`src/rtl/spi_man_tx_fifo.sv`:
```
// spi_man_tx_fifo: queues SPI words and launches one per Manchester frame slot as an enc_flag pulse
module spi_man_tx_fifo #(
    parameter int DW           = 16,
    parameter int AW           = 3,
    parameter int FRAME_CYCLES = 1200
) (
    input  logic          clk_in,
    input  logic          rst,
    input  logic          rx_flag,
    input  logic [DW-1:0] rx_data,
    input  logic          clr_ovf,
    output logic          enc_flag,
    output logic [DW-1:0] enc_data,
    output logic [AW:0]   fifo_count,
    output logic          full,
    output logic          empty,
    output logic          overflow
);
    localparam int DEPTH = 2 ** AW;
    localparam int GW    = $clog2(FRAME_CYCLES);

    typedef enum logic {IDLE, GAP} state_t;

    state_t        state, state_n;
    logic [DW-1:0] mem [DEPTH];
    logic [AW-1:0] wr_ptr, rd_ptr;
    logic [GW-1:0] gap_cnt;
    logic          rx_flag_d;
    logic          push, pop, accept, drop;

    assign full   = fifo_count == (AW+1)'(DEPTH);
    assign empty  = fifo_count == '0;
    assign push   = rx_flag & ~rx_flag_d;
    assign pop    = (state == IDLE) & ~empty;
    // A pop in the same cycle frees the slot the incoming word lands in
    assign accept = push & (~full | pop);
    assign drop   = push & full & ~pop;

    always_comb begin
        state_n = state;
        state_n = (state == IDLE) ? (empty ? IDLE : GAP) : ((gap_cnt == '0) ? IDLE : GAP);
    end

    always_ff @(posedge clk_in or posedge rst) begin
        if (rst) state <= IDLE;
        else     state <= state_n;
    end

    always_ff @(posedge clk_in) begin
        if (accept) mem[wr_ptr] <= rx_data;
    end

    // rx_flag_d resets high so a level held through reset is not seen as an edge
    always_ff @(posedge clk_in or posedge rst) begin
        if (rst) begin
            rx_flag_d  <= 1'b1;
            wr_ptr     <= '0;
            rd_ptr     <= '0;
            fifo_count <= '0;
            gap_cnt    <= '0;
            enc_flag   <= 1'b0;
            enc_data   <= '0;
            overflow   <= 1'b0;
        end else begin
            rx_flag_d  <= rx_flag;
            enc_flag   <= pop;
            fifo_count <= fifo_count + (AW+1)'(accept) - (AW+1)'(pop);
            if (accept) wr_ptr <= wr_ptr + 1'b1;
            if (pop) begin
                rd_ptr   <= rd_ptr + 1'b1;
                enc_data <= mem[rd_ptr];
                gap_cnt  <= GW'(FRAME_CYCLES - 2);
            end else if (state == GAP && gap_cnt != '0) begin
                gap_cnt <= gap_cnt - 1'b1;
            end
            if (drop)         overflow <= 1'b1;
            else if (clr_ovf) overflow <= 1'b0;
        end
    end
endmodule

```
`config.mk`:
```
export PLATFORM = sky130hd
export DESIGN_NAME = spi_man_tx_fifo
export DESIGN_NICKNAME = d
export VERILOG_FILES = /design/src/rtl/spi_man_tx_fifo.sv
export SDC_FILE = /design/constraint.sdc
export NUM_CORES = 1
export LEC_CHECK = 0
export BUFFER_PORTS_ARGS = -buffer_cell sky130_fd_sc_hd__buf_2
export CORE_UTILIZATION = 35
export CTS_CLUSTER_DIAMETER = 30
export CTS_CLUSTER_SIZE = 20
export DETAILED_ROUTE_END_ITERATION = 16
export GPL_TIMING_DRIVEN = 1
export PLACE_DENSITY = 0.54
export SLEW_MARGIN = 40
export SYNTH_ARGS = -nofsm -noshare
export SYNTH_HDL_FRONTEND = slang
export SYNTH_SLANG_ARGS = --single-unit
```
`constraint.sdc`:
```
create_clock -name clk_in -period 7.21 [get_ports clk_in]
set_input_delay 1.442 -clock clk_in [delete_from_list [all_inputs] [get_ports clk_in]]
set_output_delay 1.442 -clock clk_in [all_outputs]
set_load 0.05 [all_outputs]
```
==> impl.org <==
** Logic synthesis
- Number of warnings printed during yosys synthesis :: 0
- In this run, distinct cell masters in the synthesized netlist total 39.
- Sequential fraction of the synthesis area :: 0.730
- Averaged over all synthesized cells, the footprint is 17.8 um^2.
- Syn nets :: 405
- The mapped netlist covers 6680 um^2.
- After synthesis the netlist holds a flip-flop and latch count of 169.
- Number of cells produced by synthesis :: 375

** STA
- Slew Viols, Final :: 0
- RSZ-0062 raised after global routing :: no
- For the pin with the worst max-slew slack, the measured transition is 743 ps.
- Share of the clock period used by the worst path after layout :: 0.461
- For this run, the top clock speed supported by timing is 301 MHz.
- Worst clock skew :: 10.8 ps
- Endpoints failing hold :: 0
- The worst pin sits at a relative slew slack of 0.498.
- Sum of negative setup slack :: 0 ps
- Setup violations remaining at the end of the flow were counted as 0.
- Least setup slack across all paths after layout :: 3880 ps
- Final critical-path required period :: 3330 ps

** Finish
- The filler cells instantiated in the layout total 1648.
- ANT cells :: 0
- Across the whole layout, storage elements account for 4880 um^2.
- The library cell used most frequently in the layout, excluding fill and tap cells, is edfxtp_1.
- Final cell utilization of the core :: 0.418
- Relative to the synthesized area, the layout overhead comes to 17.1%.
- Fraction of final layout cells with drive strength greater than 1 :: 0.288
- Most used cells in the layout excluding fill and tap cells :: 128 x edfxtp_1, 43 x buf_2, 38 x dfrtp_1, 34 x nand2_1, 32 x mux4_2
- Area of combinational cells with multiple inputs :: 1710 um^2
- For this run, the post-layout net count is 461.

** Drt
- Drt pass-1 iters :: 5
- Number of remaining DRC errors :: 0
- In the final routed layout, each cell accounts on average for 19.1 um.
- Via count :: 3372
- In this run the remaining antenna-violating nets after routing total 0.
- Via/cell ratio :: 4.97
- Wires add up to 13000 um.
- After the first detailed-routing iteration, the DRC count stood at 173.

** Critical path
- Along the worst path, the maximum fanout reaches 5.
- Critical Path AT :: 1880 ps
- The cell that appears most often on the critical path is inv_1.
- Critical path startpoint category :: flop
- Peak per-stage delay on the critical path :: 500 ps
- At the worst endpoint, the required time is 5770 ps.
- Critical Path End Type :: output pin
- Critical-path cell with the highest stage delay :: or3b_2
- Largest delay share family, worst path :: simple AND/OR/NAND/NOR gates
- Start-to-end type of the worst setup path :: flop to output pin
- Sequence of cells on the critical path :: inv_1 > ha_1 > or3b_2 > inv_1 > buf_2
- Crit path buffers/inverters :: 3

** Global route
- Met1 Usage GRT :: 0.193
- Total global routing overflow :: 0
- Number of global-route vias before repair :: 3675
- Global-route layer with the greatest usage :: met2
- Met3 Usage GRT :: 0.0277
- In the global route stage, overall resource usage came out at 0.148.
- Global-route wire length before repair :: 21200 um
- Pin count of the biggest net entering global routing :: 42
- Number of antenna violations at the first check in global routing :: 0
- In the global route stage, met2 resource usage came out at 0.242.

** Run
- Max-capacitance violation count :: 0

** Clock network
- Buffers added to address setup during post-CTS repair amount to 0.
- Clock root cell :: clkbuf_16
- Number of clock sinks seen by CTS :: 169
- The number of hold buffers added after CTS was 0.
- The longest clock path from root to sink contains 2 buffers.
- Clock tree from TritonCTS :: done
- Count of cells resized by post-cts repair :: 0
- CTS H-tree lvls :: 4
- Number of buffers inserted during clock tree synthesis :: 17
- Worst skew pair latency :: 420 ps
- Clock transition time at the flip-flop clock pins of the worst setup and hold paths :: 70 ps

** Placement
- Gp weighted congestion :: 0.780
- Half-perimeter wire length after detailed placement :: 8060 um
- Prior to clock tree synthesis, the placed netlist has a worst setup slack of 3720 ps.
- Number of buffers added on ports :: 43

** Pwr
- Pleak :: 2.77 nW
- Overall power consumption :: 0.00232 W
- The share of total power dissipated in combinational logic is 0.105.
- The share of total power dissipated in sequential elements is 0.502.
- The share of total power dissipated in the clock network is 0.393.
- The internal portion of the total power is 0.00174 W.
- Areal power density over the cells :: 297 nW/um^2
- VDD sags by at most 0.179 mV.
- Sw frac :: 0.249
- In this run the power spent charging and discharging nets is 0.000578 W.

** Die
- The initial utilization of the core area, before any placement, comes to 0.357.
- Number of I/O pins :: 44
- In this run the standard cell core region covers 18700 um^2.
- Width of the die :: 140 um
- Die area :: 19600 um^2
- The initialized floorplan defines 50 standard-cell rows.
- Chip Height :: 140 um

** Hold path
- The tightest min-delay check is of the flop to flop type.

** Outcome
- The flow ran to the end, and the final reports show no timing, DRC or antenna violations.
==> power groups by stage <==
stage / Combinational, W / Clock [W] / Sequential (W)
after floorplan: 0.000125 / 0 / 0.00121
after global placement: 0.000237 / 0 / 0.00118
after detailed placement: 0.000247 / 0 / 0.00118
after CTS: 0.000248 / 0.000932 / 0.00117
after global routing: 0.000269 / 0.000974 / 0.00117
final: 0.000243 / 0.000911 / 0.00117
==> final cells by class <==
cell class | instances | share of cell area
clock buffers | 21 | 0.0589
clock inverters | 11 | 0.0175
inverters | 13 | 0.00656
multi-input cells | 177 | 0.219
flip-flops and latches | 169 | 0.624
well taps | 234 | 0.0375
repair buffers | 53 | 0.0371
==> flip-flops by register name, summed over array words and instances, names as in the netlist <==
register and cells:
state 1, enc_data 16, gap_cnt 11, wr_ptr 3, fifo_count 4, overflow 1
rx_flag_d 1, mem 128, enc_flag 1, rd_ptr 3
==> worst min-delay path: stages, from the launching register on <==
cell	delay, ps
dfrtp_1	340
nand2_1	50
o21ai_0	60
==> metal layers <==
metal  wire (um)  vias up
met1        6060     1768
met4         178        0
met3         259       12
li1            -     1553
met2        6460       39
met5           0        -
==> kinds of logic after synthesis <==
family          Yosys count  share of synthesized area
buf+inv                  29                     0.0182
xor+xnor                  5                    0.00656
simple gates             73                     0.0547
mux                      51                      0.136
compound gates           38                     0.0345
fa+ha+maj                10                     0.0199
flops                   169                      0.730
==> path summary, 6_finish.rpt <==
check                                               from                       end  slack [ps]  depth (start not counted)
worst max-delay path             fifo_count[2]$_DFF_PP0_                      full        3880                          5
worst max register to register   fifo_count[2]$_DFF_PP0_   fifo_count[2]$_DFF_PP0_        4090                         10
worst min-delay path            enc_data[15]$_DFFE_PP0P_  enc_data[15]$_DFFE_PP0P_         470                          2
worst min register to register  enc_data[15]$_DFFE_PP0P_  enc_data[15]$_DFFE_PP0P_         470                          2
min in group asynchronous                            rst   fifo_count[3]$_DFF_PP0_        1100                          2
max in group asynchronous                            rst     rd_ptr[2]$_DFFE_PP0P_        5670                          2
==> synthesized netlist by cell type (all sizes together) <==
cell type    n  share of area
edfxtp     128           0.58
dfrtp       40           0.15
nand2       34          0.019
mux4        32           0.11
o21ai       22          0.016
mux2i       19          0.028
nor2        14         0.0079
inv         13         0.0073
buf         11         0.0081
ha           9          0.017
a21oi        6         0.0045
nor3         6         0.0052
clkbuf       5         0.0028
nand2b       5         0.0047
o31ai        4         0.0066
or3          4         0.0045
xnor2        4         0.0052
nor4         2         0.0019
a211oi       1         0.0011
a21o         1         0.0011
a31oi        1        0.00094
dfstp        1         0.0039
fa           1         0.0030
nand3        1        0.00075
nand4b       1         0.0036
nor2b        1        0.00094
nor3b        1         0.0011
nor4b        1         0.0013
o21a         1         0.0011
o31a         1         0.0013
o32ai        1         0.0013
or2          1        0.00094
or3b         1         0.0013
or4b         1         0.0015
xor2         1         0.0013
==> stage by stage <==
stage	cells	hold slack [ps]	area (um^2)
finish	678	473	7820
global route	678	514	7820
CTS	678	480	7810
detailed placement	646	465	7210
global placement	646	459	7200
floorplan	375	481	6680
Power figures use the tool's default switching activity.
